<file path="src/rtl/mem_addr_seq_if.sv">
// ---------------------------------------------------------------------------
// mem_addr_seq_if
// Purpose : bundles the request, source, exception and memory-handshake
//           signals of mem_addr_seq into one interface.
// Modports:
//   master - drives req/sel/src_flat/word_acc/exc_req/exc_code/mem_ack,
//            observes mem_addr/addr_valid/busy/done/sel_err/timeout/align_err
//   slave  - the sequencer side (directions reversed)
// ---------------------------------------------------------------------------
interface mem_addr_seq_if #(
  parameter int DATA_W    = 32,
  parameter int NUM_SRC   = 5,
  parameter int SEL_W     = 3,
  parameter int VEC_IDX_W = 2
);
  logic                      req;
  logic [SEL_W-1:0]          sel;
  logic [NUM_SRC*DATA_W-1:0] src_flat;
  logic                      word_acc;
  logic                      exc_req;
  logic [VEC_IDX_W-1:0]      exc_code;
  logic                      mem_ack;
  logic [DATA_W-1:0]         mem_addr;
  logic                      addr_valid;
  logic                      busy;
  logic                      done;
  logic                      sel_err;
  logic                      timeout;
  logic                      align_err;

  modport master (
    output req, sel, src_flat, word_acc, exc_req, exc_code, mem_ack,
    input  mem_addr, addr_valid, busy, done, sel_err, timeout, align_err
  );

  modport slave (
    input  req, sel, src_flat, word_acc, exc_req, exc_code, mem_ack,
    output mem_addr, addr_valid, busy, done, sel_err, timeout, align_err
  );
endinterface

</file>
<file path="src/rtl/mem_addr_seq.sv">
// ---------------------------------------------------------------------------
// mem_addr_seq
// Purpose : registered memory-address source selector. Latches src[sel] (or
//           an exception-vector address) and holds it on mem_addr until the
//           memory acknowledges, with exception override, a hold timeout and
//           select-range error reporting.
// Ports   :
//   i_clk   - system clock, rising edge
//   i_reset - synchronous, active-high reset (priority over everything)
//   bus     - mem_addr_seq_if.slave (request/source/exception inputs,
//             mem_ack in; mem_addr, addr_valid, busy, done, sel_err,
//             timeout, align_err out; all outputs registered)
// Options :
//   MEM_ADDR_ALIGN_CHECK_EN - when defined, align_err flags a word access to
//   an address whose two low bits are non-zero; otherwise align_err is 0.
// ---------------------------------------------------------------------------
module mem_addr_seq #(
  parameter int DATA_W      = 32,
  parameter int NUM_SRC     = 5,
  parameter int SEL_W       = 3,
  parameter int VEC_BASE    = 253,
  parameter int NUM_VEC     = 3,
  parameter int VEC_IDX_W   = 2,
  parameter int TIMEOUT_CYC = 16
) (
  input  logic         i_clk,
  input  logic         i_reset,
  mem_addr_seq_if.slave bus
);

  localparam int CNT_W = (TIMEOUT_CYC > 1) ? $clog2(TIMEOUT_CYC) : 1;
  localparam logic [CNT_W-1:0] CNT_LAST = CNT_W'((TIMEOUT_CYC > 0) ? TIMEOUT_CYC - 1 : 0);

  typedef enum logic [1:0] {
    ST_IDLE = 2'd0,
    ST_HOLD = 2'd1,
    ST_EXC  = 2'd2
  } state_t;

  state_t             r_state;
  logic [DATA_W-1:0]  r_mem_addr;
  logic               r_addr_valid;
  logic               r_busy;
  logic               r_done;
  logic               r_sel_err;
  logic               r_timeout;
  logic [CNT_W-1:0]   r_cnt;

  state_t             w_next_state;
  logic               w_load;
  logic [DATA_W-1:0]  w_load_addr;
  logic               w_valid_next;
  logic               w_done;
  logic               w_sel_err;
  logic               w_timeout;
  logic               w_sel_ok;
  logic               w_tmo_hit;
  logic [DATA_W-1:0]  w_vec_idx;
  logic [DATA_W-1:0]  w_vec_addr;
  logic [DATA_W-1:0]  w_src_sel;

  // Source table padded to the full sel range; out-of-range entries read 0,
  // which is exactly the address an invalid select must present.
  logic [DATA_W-1:0]  w_src_arr [2**SEL_W];

  genvar gi;
  generate
    for (gi = 0; gi < 2**SEL_W; gi++) begin : g_src
      if (gi < NUM_SRC) begin : g_used
        assign w_src_arr[gi] = bus.src_flat[gi*DATA_W +: DATA_W];
      end else begin : g_pad
        assign w_src_arr[gi] = '0;
      end
    end
  endgenerate

  assign w_src_sel = w_src_arr[bus.sel];
  assign w_sel_ok  = (32'(bus.sel) < NUM_SRC);

  // Exception code clamps to the last vector; base + index never wraps.
  assign w_vec_idx  = (32'(bus.exc_code) > NUM_VEC - 1) ? DATA_W'(NUM_VEC - 1)
                                                       : DATA_W'(bus.exc_code);
  assign w_vec_addr = DATA_W'(VEC_BASE) + w_vec_idx;

  assign w_tmo_hit  = (TIMEOUT_CYC != 0) && (r_cnt == CNT_LAST);

  // Next-state and registered-output decode.
  always_comb begin
    w_next_state = r_state;
    w_load       = 1'b0;
    w_load_addr  = r_mem_addr;
    w_valid_next = r_addr_valid;
    w_done       = 1'b0;
    w_sel_err    = 1'b0;
    w_timeout    = 1'b0;
    case (r_state)
      ST_IDLE: begin
        if (bus.exc_req) begin
          // Exception wins; a simultaneous req is dropped, not queued.
          w_load       = 1'b1;
          w_load_addr  = w_vec_addr;
          w_valid_next = 1'b1;
          w_next_state = ST_EXC;
        end else if (bus.req) begin
          w_load       = 1'b1;
          w_load_addr  = w_src_sel;
          w_sel_err    = ~w_sel_ok;
          w_valid_next = 1'b1;
          w_next_state = ST_HOLD;
        end else begin
          w_next_state = ST_IDLE;
        end
      end
      ST_HOLD: begin
        if (bus.exc_req) begin
          // Override keeps addr_valid high; an ack in the same cycle still
          // completes the normal access.
          w_load       = 1'b1;
          w_load_addr  = w_vec_addr;
          w_done       = bus.mem_ack;
          w_valid_next = 1'b1;
          w_next_state = ST_EXC;
        end else if (bus.mem_ack) begin
          w_done       = 1'b1;
          w_valid_next = 1'b0;
          w_next_state = ST_IDLE;
        end else if (w_tmo_hit) begin
          w_timeout    = 1'b1;
          w_valid_next = 1'b0;
          w_next_state = ST_IDLE;
        end else begin
          w_next_state = ST_HOLD;
        end
      end
      ST_EXC: begin
        if (bus.mem_ack) begin
          w_done       = 1'b1;
          w_valid_next = 1'b0;
          w_next_state = ST_IDLE;
        end else if (w_tmo_hit) begin
          w_timeout    = 1'b1;
          w_valid_next = 1'b0;
          w_next_state = ST_IDLE;
        end else begin
          w_next_state = ST_EXC;
        end
      end
      default: begin
        w_valid_next = 1'b0;
        w_next_state = ST_IDLE;
      end
    endcase
  end

  // State, address and pulse registers.
  always_ff @(posedge i_clk) begin
    if (i_reset) begin
      r_state      <= ST_IDLE;
      r_mem_addr   <= '0;
      r_addr_valid <= 1'b0;
      r_busy       <= 1'b0;
      r_done       <= 1'b0;
      r_sel_err    <= 1'b0;
      r_timeout    <= 1'b0;
      r_cnt        <= '0;
    end else begin
      r_state      <= w_next_state;
      if (w_load) begin
        r_mem_addr <= w_load_addr;
      end
      r_addr_valid <= w_valid_next;
      r_busy       <= (w_next_state != ST_IDLE);
      r_done       <= w_done;
      r_sel_err    <= w_sel_err;
      r_timeout    <= w_timeout;
      // Any (re)load or return to IDLE restarts the hold count; staying put
      // implies no ack this cycle.
      if (w_load || (w_next_state == ST_IDLE) || (TIMEOUT_CYC == 0)) begin
        r_cnt <= '0;
      end else begin
        r_cnt <= r_cnt + CNT_W'(1);
      end
    end
  end

  assign bus.mem_addr   = r_mem_addr;
  assign bus.addr_valid = r_addr_valid;
  assign bus.busy       = r_busy;
  assign bus.done       = r_done;
  assign bus.sel_err    = r_sel_err;
  assign bus.timeout    = r_timeout;

`ifdef MEM_ADDR_ALIGN_CHECK_EN
  logic r_align_err;

  // Alignment flag: evaluated on each load, held for the access.
  always_ff @(posedge i_clk) begin
    if (i_reset) begin
      r_align_err <= 1'b0;
    end else if (w_load) begin
      r_align_err <= bus.word_acc & (w_load_addr[1:0] != 2'b00);
    end else if (w_next_state == ST_IDLE) begin
      r_align_err <= 1'b0;
    end
  end

  assign bus.align_err = r_align_err;
`else
  logic w_unused_word_acc;
  assign w_unused_word_acc = bus.word_acc;
  assign bus.align_err     = 1'b0;
`endif

endmodule

</file>
<file path="src/flat_wrapper.sv">
// flat-port wrapper written by rule: the top's interface ports become plain ports
module mem_addr_seq_flat 
#(
  parameter int DATA_W      = 32,
  parameter int NUM_SRC     = 5,
  parameter int SEL_W       = 3,
  parameter int VEC_BASE    = 253,
  parameter int NUM_VEC     = 3,
  parameter int VEC_IDX_W   = 2,
  parameter int TIMEOUT_CYC = 16
)
  (i_clk, i_reset, bus_req, bus_sel, bus_src_flat, bus_word_acc, bus_exc_req, bus_exc_code, bus_mem_ack, bus_mem_addr, bus_addr_valid, bus_busy, bus_done, bus_sel_err, bus_timeout, bus_align_err);
  mem_addr_seq_if #(.DATA_W(DATA_W), .NUM_SRC(NUM_SRC), .SEL_W(SEL_W), .VEC_IDX_W(VEC_IDX_W)) bus_i ();
  input  logic i_clk;
  input  logic i_reset;
  input wire logic [$bits(bus_i.req)-1:0] bus_req;
  input wire logic [$bits(bus_i.sel)-1:0] bus_sel;
  input wire logic [$bits(bus_i.src_flat)-1:0] bus_src_flat;
  input wire logic [$bits(bus_i.word_acc)-1:0] bus_word_acc;
  input wire logic [$bits(bus_i.exc_req)-1:0] bus_exc_req;
  input wire logic [$bits(bus_i.exc_code)-1:0] bus_exc_code;
  input wire logic [$bits(bus_i.mem_ack)-1:0] bus_mem_ack;
  output wire logic [$bits(bus_i.mem_addr)-1:0] bus_mem_addr;
  output wire logic [$bits(bus_i.addr_valid)-1:0] bus_addr_valid;
  output wire logic [$bits(bus_i.busy)-1:0] bus_busy;
  output wire logic [$bits(bus_i.done)-1:0] bus_done;
  output wire logic [$bits(bus_i.sel_err)-1:0] bus_sel_err;
  output wire logic [$bits(bus_i.timeout)-1:0] bus_timeout;
  output wire logic [$bits(bus_i.align_err)-1:0] bus_align_err;
  assign bus_i.req = bus_req;
  assign bus_i.sel = bus_sel;
  assign bus_i.src_flat = bus_src_flat;
  assign bus_i.word_acc = bus_word_acc;
  assign bus_i.exc_req = bus_exc_req;
  assign bus_i.exc_code = bus_exc_code;
  assign bus_i.mem_ack = bus_mem_ack;
  assign bus_mem_addr = bus_i.mem_addr;
  assign bus_addr_valid = bus_i.addr_valid;
  assign bus_busy = bus_i.busy;
  assign bus_done = bus_i.done;
  assign bus_sel_err = bus_i.sel_err;
  assign bus_timeout = bus_i.timeout;
  assign bus_align_err = bus_i.align_err;
  mem_addr_seq #(.DATA_W(DATA_W), .NUM_SRC(NUM_SRC), .SEL_W(SEL_W), .VEC_BASE(VEC_BASE), .NUM_VEC(NUM_VEC), .VEC_IDX_W(VEC_IDX_W), .TIMEOUT_CYC(TIMEOUT_CYC)) u_core (.i_clk(i_clk), .i_reset(i_reset), .bus(bus_i));
endmodule
</file>
<file path="config.mk">
export PLATFORM = sky130hd
export DESIGN_NAME = mem_addr_seq_flat
export DESIGN_NICKNAME = d
export VERILOG_FILES = /design/src/rtl/mem_addr_seq_if.sv /design/src/rtl/mem_addr_seq.sv /design/src/flat_wrapper.sv
export SDC_FILE = /design/constraint.sdc
export NUM_CORES = 1
export LEC_CHECK = 0
export ABC_AREA = 0
export BUFFER_PORTS_ARGS = -buffer_cell sky130_fd_sc_hd__buf_2
export CAP_MARGIN = 40
export CORE_MARGIN = 3
export CORE_UTILIZATION = 42
export CTS_CLUSTER_SIZE = 14
export DETAILED_ROUTE_END_ITERATION = 8
export PLACE_DENSITY = 0.81
export SLEW_MARGIN = 20
export SYNTH_ARGS = -nofsm -noshare
export SYNTH_HDL_FRONTEND = slang
export SYNTH_SLANG_ARGS = --single-unit
export TNS_END_PERCENT = 20
</file>
<file path="constraint.sdc">
create_clock -name i_clk -period 2 [get_ports i_clk]
set_input_delay 0.1 -clock i_clk [delete_from_list [all_inputs] [get_ports i_clk]]
set_output_delay 0.1 -clock i_clk [all_outputs]
set_load 0.01 [all_outputs]
</file>
Yosys cells after proc, flatten, opt, wreduce, memory -nomap -nowiden
Index checks and enable logic that the tools add are counted.
Widths: inputs -> output; s select.
{"block": "op_classes", "add_sub_neg": 2, "n_lt_le_gt_ge": 3, "n_eq_ne": 5, "muxes": 33, "bitwise_logic": 4, "n_reduce_logical": 8}
{"operator": "$mux 32", "n": 5}
{"operator": "$bmux 32 s3", "n": 1}
{"operator": "$pmux 32 s2", "n": 1}
{"operator": "$add 8x32->32 const A", "n": 1}
{"operator": "$mux 1", "n": 15}
{"operator": "$mux 2", "n": 6}
{"operator": "$pmux 1 s2", "n": 3}
{"operator": "$pmux 2 s3", "n": 1}
{"operator": "$add 4x1->4 const B", "n": 1}
{"operator": "$eq 4x4->1 const B", "n": 1}
{"operator": "$ge 4x4->1 const B", "n": 1}
{"operator": "$logic_not 2->1", "n": 2}
{"operator": "$not 3->4", "n": 1}
{"operator": "$reduce_and 4->1", "n": 1}
{"operator": "$reduce_bool 2->1", "n": 2}
{"operator": "$reduce_or 4->1", "n": 1}
{"operator": "$lt 3x3->1 const B", "n": 1}
{"operator": "$ne 3x3->1 const B", "n": 1}
{"operator": "$not 1->1", "n": 3}
{"operator": "$pmux 1 s3", "n": 1}
{"operator": "$eq 2x1->1 const B", "n": 1}
{"operator": "$eq 2x2->1 const B", "n": 1}
{"operator": "$gt 2x2->1 const B", "n": 1}
{"operator": "$ne 2x2->1 const B", "n": 1}
{"operator": "2 further kinds", "n": 2}
{"block": "word_totals", "reg_bits": 43, "in_bits": 171}

Longest topological paths before layout
Gate-level depths: netlist (run 1).
{"block": "logic_depth", "word_depth": 8, "depth_mapped": 8, "ltp_nobuf": 6}

Worst setup path after synthesis (run 1)
No wires, ideal clock.
{"block": "synth_path", "path_kind": "flip-flop to flip-flop", "startpoint": "register u_core.r_state[1]", "endpoint": "register u_core.r_cnt[2]", "setup_time_ns": 0.064, "arrival_ns": 1.508, "t_required_ns": 1.936, "setup_slack_ns": 0.427, "stages_incl_launch_ff": 8, "synth_period_minus_slack_ns": 1.573, "path_cell_list": "dfxtp_1 > inv_1 > ha_1 > buf_2 > o21ai_2 > nand3_1 > or4_4 > nor2_1"}
{"block": "synth_via", "elab_chain_len": 5, "word_cells_on_any_way": 8}
{"item": "from (decl)", "line_no": "mem_addr_seq.sv:40", "source": "state_t r_state;"}
{"item": "from (signal assigned)", "line_no": "mem_addr_seq.sv:167", "source": "r_state <= w_next_state;"}
{"item": "$eq 2x2->1, or another cell as far along", "line_no": "mem_addr_seq.sv:96", "source": "case (r_state)"}
{"item": "$pmux 2 s3", "line_no": "mem_addr_seq.sv:96"}
{"item": "$logic_not 2->1", "line_no": "mem_addr_seq.sv:178", "source": "if (w_load || (w_next_state == ST_IDLE) || (TIMEOUT_CYC == 0)) begin"}
{"item": "$logic_or 1x1->1 *", "line_no": "mem_addr_seq.sv:178"}
{"item": "$reduce_or 2->1 (no line) *"}
{"item": "to (signal assigned)", "line_no": "mem_addr_seq.sv:181", "source": "r_cnt <= r_cnt + CNT_W'(1);"}
{"item": "to (decl)", "line_no": "mem_addr_seq.sv:47", "source": "logic [CNT_W-1:0] r_cnt;"}
Every way passes the cells marked *; elsewhere a longest branch is shown, timed or not.
A chain may end at the register's enable or synchronous reset.

Final worst setup path (run 1)
{"block": "layout_path", "startpoint": "register u_core.r_state[1]", "endpoint": "register u_core.r_cnt[3]"}
Same word-level chain as after synthesis.

==> flow_results.org, run 1 <==
** GRT
- Largest net degree at the start of global routing :: 67
- The initial antenna violation count was 0.
- For this run, the total global-route usage over all layers was measured as 24.97%.
- Total global routing overflow :: 0
- Via count of the first global-routing pass :: approximately 3500
- The first global-routing pass estimated approximately 17000 um of wire.

** Finish
- Compared with the post-synthesis result, the final layout area differs by 36.68%.
- Final net count :: slightly above 700
- The number of antenna diodes in the final layout is 0.
- The finished cells cover 4126 sq um.
- Cells with a size suffix above 1 make up between 40 and 50% of the layout.

** Clock tree
- Post-CTS repair changed the size of 0 cells.
- Clock sinks :: between 40 and 50
- TritonCTS built the clock tree.
- The longest clock path from root to sink contains 2 buffers.
- Buffer type at the clock tree root :: sky130_fd_sc_hd__clkbuf_8
- Later-pin clock latency in the skew report :: between 0.2 and 0.3 ns
- In this run the number of H-tree levels came out at 2.
- Buffers inserted during clock tree synthesis total 5.
- After clock tree synthesis, the clock-pin slew on the worst setup and hold paths is approximately 0.080 ns.

** Worst setup path
- Crit-path slowest cell :: sky130_fd_sc_hd__or4_4
- The worst setup path is of the reg -> reg kind.
- Critical path, cell by cell :: inv_1 -> ha_1 -> o21ai_2 -> nand3_1 -> or4_4 -> nor2_1
- Endpoint arrival time on the critical path :: ~2.0 ns
- Data required time at the worst endpoint :: 2.23 ns
- In this design, the stage delay of the slowest critical-path cell is between 0.4 and 0.5 ns.
- STA classifies the critical path endpoint as a flop.
- Startpoint kind of the worst setup timing path :: flop
- Along the worst path, the maximum fanout reaches 9.

** Timing
- Setup Total Neg Slack :: 0 ns
- Setup repair after global routing left no endpoint under its margin.
- For the pin with the worst max-slew slack, the measured transition is 0.7400 ns.
- Worst-case clock skew :: 0.005743 ns
- The routed design could run at a clock period as short as 1.778 ns.
- Final setup violation count :: 0
- Slew HR :: between 50% and 60%
- Hold Violations, Final :: 0
- Max Clk Rate :: roughly 0.56 GHz
- Across all hold checks on the routed design, the worst slack comes to 0.1556 ns.
- Of the available clock period, the critical path in the final layout requires approximately 89%.
- Slew Viols, Final :: 0

** Route
- Detailed Route WL :: between 10000 and 15000 um
- After detailed routing, the number of remaining DRC violations is 0.
- After the first detailed-routing iteration, the DRC count stood at roughly 100.
- Final antenna-violating net count :: 0
- Detailed-route via count :: approximately 3400
- Average wire length per cell after detail routing :: approximately 17 um
- Dividing the detail-routed via count by the number of cells gives ~5.4.
- The pre-antenna-repair detailed-routing pass consisted of 4 iterations.

** Outcome
- The run finished with clean final reports.

** Power and ir drop
- Combinational group share of total power :: between 30% and 40%
- The worst-case IR drop observed on VDD is about 240 uV.
- Dividing total power by cell area gives a power density of a little over 500 nW/um^2.
- Cell leakage power :: 1.947 nW
- Cell internal power was estimated by the tool at approximately 1.5 mW.
- Net Sw Frac :: between 30 and 40%
- Net switching power :: 639.1 uW
- Of the total power, registers draw a little over two fifths.
- Portion of total power attributed to the clock network :: about a quarter

** Place
- The placed instances occupy a cell area of a little over 4000 sq um.
- Number of buffers inserted by port buffering :: slightly above 200
- Detailed placement finished with a half-perimeter wire length of 8268 um.
- Placer's final routability congestion estimate :: 0.8696

** Synth
- Summed over its instances, the top area cell type makes up between 20 and 30% of the synthesized netlist area.
- After synthesis, the most frequently instantiated cells are 43 x sky130_fd_sc_hd__dfxtp_1, 30 x sky130_fd_sc_hd__a21oi_1, 28 x sky130_fd_sc_hd__nand2_1.
- Number of warnings reported in the yosys synthesis log :: 0
- Counting flops and latches in the post-synthesis netlist gives 43.
- Synthesis produced between 300 and 400 cells.
- Dominant cell by count in the synthesized netlist :: sky130_fd_sc_hd__dfxtp_1
- The number of nets in the synthesized netlist is 522.
- Dividing the synthesized area by the synthesized cell count gives slightly below 9 sq um.
- Counting flops with an async set or reset pin after synthesis yields a share of 0%.
- Sequential area share after synthesis :: roughly 29%
- The mapped netlist covers roughly 3000 sq um.
- Cell type with the largest total area after synthesis :: sky130_fd_sc_hd__dfxtp_1
- Main area contributors after synthesis :: sky130_fd_sc_hd__dfxtp_1 29%, sky130_fd_sc_hd__mux2i_1 7.6%, sky130_fd_sc_hd__a2bb2oi_1 6.7%
- Main flop type after synthesis :: sky130_fd_sc_hd__dfxtp_1
- Count of flip-flops with a built-in enable after synthesis :: 0
- The netlist uses between 40 and 50 different library cells.

** Floorplanning
- Row generation in the floorplan step produced 30 rows.
- Initial Util :: a little over two fifths
- Total die area :: approximately 8200 sq um
- Measured along the x axis, the die boundary spans about 90 um.
- Pin placement for this block handled ~210 I/O pins.
- The core region is approximately 6900 sq um.
- Die Height :: between 90 and 100 um

** Hold path
- Worst Hold Class :: in -> reg

** Flow run
- Max-cap check violation count :: 0
power by group through the flow:
stage	clock [mW]	combinational, mW	sequential [mW]
floorplan	0	0.364	0.958
global placement	0	0.637	0.939
detailed placement	0	0.658	0.940
CTS	0.544	0.662	0.920
global route	0.577	0.727	0.926
finish	0.533	0.661	0.920
final timing paths:
check,startpoint,endpoint,slack [ns],cells after the start
setup / recovery,u_core.r_state[1],u_core.r_cnt[3],0.22,6
hold / removal,bus_src_flat[15],u_core.bus.mem_addr[15],0.16,3
setup reg to reg,u_core.r_state[1],u_core.r_cnt[3],0.22,6
hold reg to reg,u_core.r_cnt[0],u_core.r_cnt[0],0.44,1
stage by stage:
stage	power [mW]	util, %	std cells	setup WS [ns]
after floorplan	1.322	-	346	0.4274
after global placement	1.576	58.74	622	0.2757
after detailed placement	1.598	58.74	622	0.2188
after CTS	2.127	60.07	631	0.2340
after global routing	2.230	60.07	631	0.05715
final	2.114	60.07	631	0.2220
worst max-delay path: cells and delay by family (launching register included):
family                   cells  cell delay [ns]
AND/OR/NAND/NOR              3             0.68
flip-flops                   1             0.37
adder cells (fa/ha/maj)      1             0.31
AO/OA/AOI/OAI                1             0.28
buffers and inverters        1             0.08
kinds of logic (layout without fill, tap and decap cells):
logic type | count (synthesis) | after routing | share of synthesized area, %
AO/OA/AOI/OAI | 127 | 127 | 29.96
XOR/XNOR | 2 | 2 | 0.5803
adder cells (fa/ha/maj) | 5 | 5 | 2.072
buffers and inverters | 48 | 237 | 8.952
flip-flops | 43 | 43 | 28.51
multiplexers | 34 | 34 | 14.71
other | 1 | 1 | 0.1242
AND/OR/NAND/NOR | 86 | 86 | 15.09
repair_timing:
item	CTS	global route
setup buffers	0	0
hold buffers	1	0
endpoints found under the setup margin	0	0
hold endpoints to repair	1	0
state kept, by name, indices dropped and copies added (netlist names):
signal	count
u_core.bus.mem_addr	32
u_core.bus.busy	1
u_core.bus.sel_err	1
u_core.r_state	2
u_core.bus.addr_valid	1
u_core.r_cnt	4
u_core.bus.timeout	1
u_core.bus.done	1
metal layers:
layer	share of wire (%)	track usage [%]	vias to the layer above
li1	-	-	1671
met1	40	29.15	1581
met2	51	45.83	164
met3	7.2	4.833	18
met4	2.0	7.538	0
met5	0	0	-
layout by cell type, fill, tap and decap left out, drive strengths merged, types with 2 or more instances in the layout:
master	n
nor2b	9
mux2i	23
inv	13
a21oi	30
a2bb2oi	23
dfxtp	43
o21ai	28
ha	5
nor4	2
o2111ai	23
nand3	3
a31oi	7
nor2	10
a311oi	2
nand2	29
or3	2
mux4	7
buf	215
clkbuf	7
a221oi	6
mux2	4
nand2b	27
a211oi	5
layout make-up:
type / count / area, sq um
clock inverters: 1 / 5.005
fillers: 647 / 2743
clock buffers: 7 / 76.32
flip-flops and latches: 43 / 860.8
inverters: 13 / 48.80
well taps: 96 / 120.1
repair buffers: 216 / 1121
multi-input cells: 255 / 1894
Note: power is estimated with default switching activity, not from simulation.
==> run 2, diff against run 1 <==
--- a/config.mk
+++ b/config.mk
@@ -8,6 +8,7 @@
 export ABC_AREA = 0
 export BUFFER_PORTS_ARGS = -buffer_cell sky130_fd_sc_hd__buf_2
 export CAP_MARGIN = 40
+export CORE_ASPECT_RATIO = 0.75
 export CORE_MARGIN = 3
 export CORE_UTILIZATION = 42
 export CTS_CLUSTER_SIZE = 14
==> run 2 against run 1 <==
Utilization is 0.32 points higher. Largest cell class unchanged. Sequential share of layout area fell by 0.19 points. Combinational power increased by 3%. Count of clock-buffer cells in the layout shrank 1. Die area grew 0.13%. Design area grew 0.94%. Critical path depth rose by 1. Non-clock buffer count grew 3.
==> flow_results.org, run 2 (synthesis results as in run 1) <==
** Floorplanning
- The core region area is 6897 sq um (+0.40%).
- The row count came to 26 (-13%).
- Die width :: 103.9 um (+14%)
- Initial Util :: 43.78% (-0.18 points)
- The number of top-level design ports came to 209 (unchanged).
- Die Height :: 79.43 um (-13%)
- Total die area :: 8252 sq um (+0.13%)

** Timing
- Fin crit period :: 1.753 ns (-0.02521 ns)
- The number of endpoints with negative hold slack in the final report was 0 (unchanged).
- The max-slew violation count is 0 (unchanged).
- Least-Margin Pin Slew :: 0.7997 ns (+0.05968 ns)
- Setup repair after global routing left no endpoint under its margin.
- The highest clock frequency the design can meet is 0.5705 GHz (+1.4%).
- The clock skew came to 0.004859 ns (-0.0008840 ns).
- Final cycle utilization of the critical path :: 87.64% (-1.3 points)
- Setup Total Neg Slack :: 0 ns (unchanged)
- The worst hold slack is 0.01110 ns (-0.1445 ns).
- The count of endpoints failing setup in the final report was 0 (unchanged).
- The tightest slew margin relative to the limit came to 46.69% (-4.0 points).

** Power and ir drop
- The peak supply drop is 255.7 uV (+5.0%).
- Sequential power share :: 42.7% (-0.8 points)
- The internal power component came to 1.485 mW (+0.71%).
- The total power per unit cell area is 517.5 nW/um^2 (+1.0%).
- The net switching power was 670.1 uW (+4.9%).
- Net Sw Frac :: 31.09% (+0.86 points)
- The leakage power figure was 1.965 nW (+0.91%).
- Combinational group share of total power :: 31.5% (+0.3 points)
- The clock group share of total power was 25.8% (+0.6 points).

** Clock tree
- Number of levels the H-tree was split into :: 2 (unchanged)
- Clk slew on worst S/H paths :: 0.09 ns (about the same)
- The total number of clock tree sinks is 43 (unchanged).
- Buffer depth of the longest clock path :: 2 (unchanged)
- Post-CTS setup buffer count :: 0 (unchanged)
- Buffer type at the clock tree root :: sky130_fd_sc_hd__clkbuf_8
- Later-pin clock latency in the skew report :: 0.30 ns (about the same)
- CTS tree :: yes
- The post-cts repair resize count is 0 (unchanged).
- Total clock buffers created by CTS :: 5 (unchanged)
- The count of hold buffers inserted by post-cts repair was 0 (-1).

** Finish
- Final net count :: 713 (+0.42%)
- Synth-to-layout area growth :: 37.96%
- The antenna diode instance count was 0 (unchanged).
- The fraction of the core area covered by cells at the end of the flow is 60.40% (+0.32 points).
- Final-layout fill cell count :: 640 (-1.1%)
- Final cell area excluding filler cells :: 4165 sq um (+0.94%)
- Highest-count cells in the layout ignoring fill and taps :: 206 x sky130_fd_sc_hd__buf_2, 43 x sky130_fd_sc_hd__dfxtp_1, 30 x sky130_fd_sc_hd__a21oi_1, 28 x sky130_fd_sc_hd__nand2_1, 26 x sky130_fd_sc_hd__nand2b_1
- Leading cell type in the layout, fill and taps excluded :: sky130_fd_sc_hd__buf_2
- Fraction of final layout cells sized beyond drive strength 1 :: 45.54% (+0.68 points)
- Flip-flop count of the largest register, all copies and words added :: 32 (unchanged)
- The post-route non-filler standard cell count is 636 (+0.79%).

** Route
- Average wire length per cell after detail routing :: 16.67 um (-0.16%)
- The number of DRC violations after detailed-routing iteration 0 is 191 (+87%).
- Via density per instance :: 5.447 (about the same)
- The aggregate routed wire length was 10600 um (+0.63%).
- The via total after detailed routing is 3464 (+0.87%).
- First-pass iteration count of the detailed router :: 4 (unchanged)
- The number of nets with antenna violations after routing came to 0 (unchanged).
- DRC violation count after routing :: 0 (unchanged)

** Place
- Instance area at placement :: 4080 sq um (+1.1%)
- The last weighted congestion value of the routability-driven placer came to 0.8280 (-4.8%).
- The estimated wirelength of the detail-placed design is 8254 um (-0.17%).
- Post-Place Cells :: 628 (+0.96%)
- Number of buffers inserted by port buffering :: 206 (unchanged)

** GRT
- Via count of the first global-routing pass :: 3391 (-4.1%)
- Total global routing overflow :: 0 (unchanged)
- The initial antenna violation count is 0 (unchanged).
- First-pass GRT wire length :: 16720 um (-1.1%)
- Largest net degree at the start of global routing :: 39 (-42%)
- Total global-route track usage :: 24.87% (-0.097 points)

** Worst setup path
- Data required time at the worst endpoint :: 2.22 ns (about the same)
- Kind of end point of the critical path :: flop
- Peak fanout along the critical path :: 23 (+14)
- Endpoint arrival time on the critical path :: 1.98 ns (-0.02 ns)
- The worst setup path is launched from a flop.
- The setup path with the least slack is of type reg -> reg.

** Hold path
- Worst Hold Class :: in -> reg

** Outcome
- The run finished with clean final reports.

** Flow run
- Max-cap check violation count :: 0 (unchanged)
==> run 2: final timing paths <==
check | startpoint | to | slack (ns) | cells past startpoint
hold / removal | bus_mem_ack | u_core.bus.timeout | 0.01 | 2
hold reg to reg | u_core.r_cnt[0] | u_core.r_cnt[0] | 0.45 | 1
setup / recovery | u_core.r_state[0] | u_core.bus.mem_addr[18] | 0.25 | 7
setup reg to reg | u_core.r_state[0] | u_core.bus.mem_addr[18] | 0.25 | 7
==> run 2: per-layer routing <==
metal  track usage [%]  vias up  part of all wire, %
met5                 0        -                    0
met4             5.046        0                 0.63
met2             44.49      171                   50
li1                  -     1674                    -
met1             28.99     1613                   40
met3             8.892        6                  9.6
==> run 2: area by class of cell <==
type / instances / area (sq um) / area share (%)
clock buffers: 6 / 72.57 / 1.742
inverters: 13 / 48.80 / 1.172
well taps: 98 / 122.6 / 2.944
flip-flops and latches: 43 / 860.8 / 20.67
repair buffers: 219 / 1154 / 27.70
clock inverters: 2 / 12.51 / 0.3004
multi-input cells: 255 / 1894 / 45.48
==> run 2: power groups by stage <==
stage          Sequential (mW)  Combinational, mW  Clock (mW)
2_1_floorplan            0.958              0.364           0
3_3_place_gp             0.938              0.658           0
3_5_place_dp             0.941              0.676           0
4_1_cts                  0.921              0.679       0.576
5_1_grt                  0.926              0.744       0.616
6_report                 0.921              0.679       0.556
==> run 2: through the flow <==
step	power, mW	worst slack, ns
6_report	2.155	0.2472
5_1_grt	2.286	0.05647
4_1_cts	2.176	0.2359
3_5_place_dp	1.616	0.2608
3_3_place_gp	1.596	0.3367
2_1_floorplan	1.322	0.4274
==> run 2: worst max-delay path: stages (launching register included) <==
cell	delay (ns)
sky130_fd_sc_hd__dfxtp_1	0.33
sky130_fd_sc_hd__inv_1	0.08
sky130_fd_sc_hd__ha_1	0.29
sky130_fd_sc_hd__nand2_2	0.16
sky130_fd_sc_hd__nor3_4	0.15
sky130_fd_sc_hd__buf_4	0.32
sky130_fd_sc_hd__o2111ai_1	0.18
sky130_fd_sc_hd__a21oi_1	0.16
